==> src/rtl/bitblade_fusion_seq.sv <==
// Job sequencer for the BitBlade mux-fusion PE array: accepts a precision/length job,
// streams operand beats into the array, drains its pipeline and pulses done.
// Optional performance counters are compiled in with FUSION_SEQ_PERF_EN.
module bitblade_fusion_seq #(
  parameter int LEN_W     = 8,
  parameter int DRAIN_CYC = 2
) (
  input  logic             clk,
  input  logic             rst,
  input  logic             job_valid,
  output logic             job_ready,
  input  logic [3:0]       job_prec,
  input  logic [LEN_W-1:0] job_len,
  input  logic             src_valid,
  output logic             src_ready,
  output logic [3:0]       Precision,
  output logic             pe_en,
  output logic             pe_clr,
  output logic             pe_last,
  output logic             busy,
  output logic             done,
`ifdef FUSION_SEQ_PERF_EN
  output logic [15:0]      stall_cnt,
  output logic [15:0]      job_cyc,
`endif
  output logic             err
);

  localparam int DW = (DRAIN_CYC > 0) ? $clog2(DRAIN_CYC + 1) : 1;

  typedef enum logic [1:0] {IDLE, RUN, DRAIN, DONE} state_t;

  state_t           r_state, w_next;
  logic [LEN_W-1:0] r_beats;
  logic [DW-1:0]    r_drain;
  logic             r_first;
  logic             r_pe_en, r_pe_clr, r_pe_last;
  logic [3:0]       r_prec;
  logic             r_err;

  logic w_accept, w_prec_ok, w_beat, w_last_beat;

  assign w_prec_ok   = (job_prec[3:2] != 2'b11) && (job_prec[1:0] != 2'b11);
  assign w_accept    = job_valid && (r_state == IDLE);
  assign w_beat      = src_valid && (r_state == RUN);
  assign w_last_beat = w_beat && (r_beats == LEN_W'(1));

  always_ff @(posedge clk) begin
    if (rst) r_state <= IDLE;
    else     r_state <= w_next;
  end

  always_comb begin
    w_next = r_state;
    case (r_state)
      IDLE:  if (w_accept) w_next = (!w_prec_ok || job_len == '0) ? DONE : RUN;
      RUN:   if (w_last_beat) w_next = DRAIN;
      // DRAIN starts with the final pe_en cycle, then waits DRAIN_CYC more cycles
      DRAIN: if (r_drain == '0) w_next = DONE;
      DONE:  w_next = IDLE;
      default: w_next = IDLE;
    endcase
  end

  always_comb begin
    job_ready = (r_state == IDLE);
    src_ready = (r_state == RUN);
    busy      = (r_state != IDLE);
    done      = (r_state == DONE);
  end

  always_ff @(posedge clk) begin
    if (rst) begin
      r_beats   <= '0;
      r_drain   <= '0;
      r_first   <= 1'b0;
      r_pe_en   <= 1'b0;
      r_pe_clr  <= 1'b0;
      r_pe_last <= 1'b0;
      r_prec    <= 4'b0000;
      r_err     <= 1'b0;
    end else begin
      r_pe_en   <= w_beat;
      r_pe_clr  <= w_beat && r_first;
      r_pe_last <= w_last_beat;
      if (w_accept) begin
        r_err <= !w_prec_ok;
        if (w_prec_ok) begin
          r_prec  <= job_prec;
          r_beats <= job_len;
          r_first <= 1'b1;
        end
      end
      if (w_beat) begin
        r_beats <= r_beats - LEN_W'(1);
        r_first <= 1'b0;
      end
      if (w_last_beat)
        r_drain <= DW'(DRAIN_CYC);
      else if (r_state == DRAIN && r_drain != '0)
        r_drain <= r_drain - DW'(1);
    end
  end

  assign pe_en     = r_pe_en;
  assign pe_clr    = r_pe_clr;
  assign pe_last   = r_pe_last;
  assign Precision = r_prec;
  assign err       = r_err;

`ifdef FUSION_SEQ_PERF_EN
  logic [15:0] r_stall, r_cyc;

  // job_cyc counts the acceptance cycle itself, then every busy cycle up to DONE
  always_ff @(posedge clk) begin
    if (rst) begin
      r_stall <= '0;
      r_cyc   <= '0;
    end else if (w_accept) begin
      r_stall <= '0;
      r_cyc   <= 16'd1;
    end else begin
      if (r_state == RUN && !src_valid && r_stall != 16'hFFFF) r_stall <= r_stall + 16'd1;
      if (r_state != IDLE && r_cyc != 16'hFFFF) r_cyc <= r_cyc + 16'd1;
    end
  end

  assign stall_cnt = r_stall;
  assign job_cyc   = r_cyc;
`endif

endmodule

==> config.mk <==
export PLATFORM = sky130hd
export DESIGN_NAME = bitblade_fusion_seq
export DESIGN_NICKNAME = d
export VERILOG_FILES = /design/src/rtl/bitblade_fusion_seq.sv
export SDC_FILE = /design/constraint.sdc
export NUM_CORES = 1
export LEC_CHECK = 0
export ABC_AREA = 1
export BUFFER_PORTS_ARGS = -buffer_cell sky130_fd_sc_hd__buf_2
export CAP_MARGIN = 10
export CORE_AREA = 3 3 68 70
export DETAILED_ROUTE_END_ITERATION = 7
export DIE_AREA = 0 0 71 73
export PLACE_DENSITY_LB_ADDON = 0.05
export REMOVE_ABC_BUFFERS = 1
export SYNTH_ARGS = -nofsm -noshare
export SYNTH_HDL_FRONTEND = slang
export SYNTH_SLANG_ARGS = --single-unit
export TNS_END_PERCENT = 30
==> constraint.sdc <==
create_clock -name clk -period 4.05 [get_ports clk]
set_input_delay 0.2025 -clock clk [delete_from_list [all_inputs] [get_ports clk]]
set_output_delay 0.2025 -clock clk [all_outputs]
set_load 0.005 [all_outputs]
==> results.md <==
* # setup viols final at 0
* Count leader, synth: nor2_1
* H-tree depth at 1
* Clock Path Buffers at 2
* FMAX at 0.548 GHz
* Worst-margin pin slew at about 0.38 ns
* Met3 routed WL at roughly 140 um
* # IOs at 28
* Iteration-0 DRC Markers at between 60 and 70
* Final ANT Viol Nets at 0
* Setup crit start kind: flip-flop
* Top_reg_cell synth: dfxtp_1
* Clock transition at path regs at 0.08 ns
* Syn Area/Cell at 6.80 um^2
* Tot Pwr at ~800 uW
* Setup crit end kind: flip-flop
* Initial Utilization at 29.3%
* Slowest cell on the critical path: dfxtp_1
* DR vias/cell at around 4.6
* Peak supply drop at between 0.2 and 0.25 mV
* Critical Path Stages at 8
* Synth Cell Area at between 1000 and 1500 um^2
* Clock power frac at between 10% and 20%
* Vias in the first global route at approximately 1.2k
* Worst hold margin at ~0.17 ns
* DR WL met2 at 1.36 mm
* RSZ-0062 raised after global routing: no
* Switching Power at 343 uW
* Max Cap Violations at 0
* Max layer used: met4
* Area leader, netlist: dfxtp_1
* Layout cells sized above 1 at 19.7%
* YS warnings at 0
* Minimum clock period at around 1.8 ns
* Core ar. at ~4000 um^2
* Final GP Congestion at just under 0.9
* Crit Path Max Fanout at 13
* Global-route wire length before repair at roughly 5.3 mm
* P per Cell Area at about 570 nW/um^2
* Sw Share at a little over two fifths
* DRC viols at 0
* CP required at 4.19 ns
* # port buffers at 27
* Post-Syn Instances at ~170
* Final Max Tran Viols at 0
* Clock buffer count from CTS at 3
* Gr ovfl total at 0
* Metal-1 WL at approximately 1.4 mm
* Yosys top cell area share at between 30% and 40%
* Sequential Power Share at 34.9%
* WP buf/inv at 3
* Post-route cell area at between 1000 and 1500 um^2
* CP top delay family: simple AND/OR/NAND/NOR gates
* CTS resizes at 0
* Top post-synthesis cells by area: dfxtp_1 (36%), nor2_1 (10%), inv_1 (9.2%)
* Post-synth EDFFs at 0
* WHS Path Cells at 3
* Post-placement cell area at around 1400 um^2
* Syn-to-layout area delta at 19.4%
* Worst relative slew slack at between 70% and 80%
* Sink Count at 21
* Largest net degree at the start of global routing at 16
* Worst Hold Class: primary input to flip-flop
* Number of library cell types mapped by synthesis at 23
* Nets@finish at 228
* Flops & latches, synth at 21
* CP peak stage delay at roughly 0.36 ns
* Int Pwr at between 400 and 500 uW
* Diodes inserted at 0
* Number of cells on the worst reg-to-reg path at 8
* Initial antenna violation count at 0
* Crit-path cells: inv_1 > ha_1 > nand2_2 > inv_4 > nor2_1 > inv_1 > o21ai_0 > a21oi_1
* Root Driver: clkbuf_8
* Crit Path Category: flip-flop to flip-flop
* Drt pass-1 iters at 6
* Finished Core Util at 35.0%
* Total negative slack at 0 ns
* WL per Instance at 11.7 um
* Routed WL at 2.97 mm
* GRT Util Overall at ~13%
* Final Hold Viols at 0
* Leak at about 0.70 nW
* WP data arrival at a little under 2 ns
* Seq/Total Area, Yosys at between 30% and 40%
* TritonCTS clock tree: yes
* Combinational power share at ~48%
* Setup bufs post-CTS at 0
* Cell repeated most along the worst path: inv_1
* Hold buffers post-CTS at 0
* DPL Wire Length at between 2 and 2.5 mm
* Skew-Pair Late Insertion Delay at between 0.2 and 0.3 ns
* Synth async-reset ratio at 0%
* Filler cells at approximately 460
* Die area at 5180 um^2
* Final Cycle Share at a little under half
* Clock skew at 0.00232 ns
* Post-synth top cells: nor2_1 (32), inv_1 (29), nand2_1 (28)
* Die span in y at approximately 73 um
* Status: completed
* Via count at ~1.2k
* Num rows at 23
* Die X at approximately 70 um
-- registers in the layout, indices dropped and copies added (netlist names) --
signal / flops
r_beats: 8
Precision: 4
r_drain: 2
r_state: 2
err: 1
pe_clr: 1
pe_en: 1
pe_last: 1
r_first: 1
-- cell families after synthesis --
| kind of cell | Yosys count | synth area share, % |
|---|---|---|
| DFF | 21 | 35.6 |
| and+or+nand+nor | 87 | 32.4 |
| AOI/OAI and AO/OA | 26 | 12.6 |
| buffers and inverters | 32 | 11.0 |
| adders and majority gates | 8 | 8.47 |
-- worst paths after layout --
path	slack (ns)	startpoint	endpoint
max	2.22	r_state[1]	r_beats[3]
min reg2reg	0.45	r_first	pe_clr
min	0.17	job_prec[2]	Precision[2]
max reg2reg	2.22	r_state[1]	r_beats[3]
-- through the flow --
step | std cells | setup slack [ns]
2_1_floorplan | 172 | 2.60
3_3_place_gp | 249 | 2.22
3_5_place_dp | 249 | 2.19
4_1_cts | 253 | 2.18
5_1_grt | 253 | 1.99
6_report | 253 | 2.22
-- power by group through the flow --
stage | clock network (mW) | logic (mW) | registers, mW
after detailed placement | 0 | 0.386 | 0.289
after CTS | 0.149 | 0.390 | 0.283
after global placement | 0 | 0.392 | 0.288
after floorplan | 0 | 0.279 | 0.283
final | 0.143 | 0.385 | 0.283
after global routing | 0.157 | 0.453 | 0.290
-- placed cells by master (no fill, tap or decap), drive strengths merged --
cell	netlist	layout
a211oi	1	1
nor3	4	4
nand4	4	4
a21oi	8	8
o211a	1	1
dfxtp	21	21
nand2	30	30
inv	30	30
ha	8	8
o211ai	1	1
or2	2	2
clkinv	0	1
o21ai	12	12
buf	1	27
a31oi	2	2
clkbuf	1	3
nor2	34	34
o21bai	1	1
nand3	13	13
-- metal layers --
metal | global-route usage, % | vias to the layer above
met5 | 0 | -
met1 | 16.1 | 523
met3 | 2.75 | 4
met4 | 4.18 | 0
met2 | 21.4 | 30
li1 | - | 612
-- area by class of cell --
type | count | area (um^2) | share of cell area (%)
clock buffer | 3 | 41.3 | 2.93
timing repair buffer | 27 | 135 | 9.57
clock inverter | 1 | 5.00 | 0.355
sequential | 21 | 420 | 29.8
multi-input combinational | 121 | 632 | 44.8
inverter | 30 | 115 | 8.16
tap | 50 | 62.6 | 4.43
-- tightest hold or removal path, cell delays in order --
cell,delay [ns]
buf_2,0.08
nor2_1,0.04
nor2_1,0.08
Note: power is estimated with default switching activity, not from simulation.
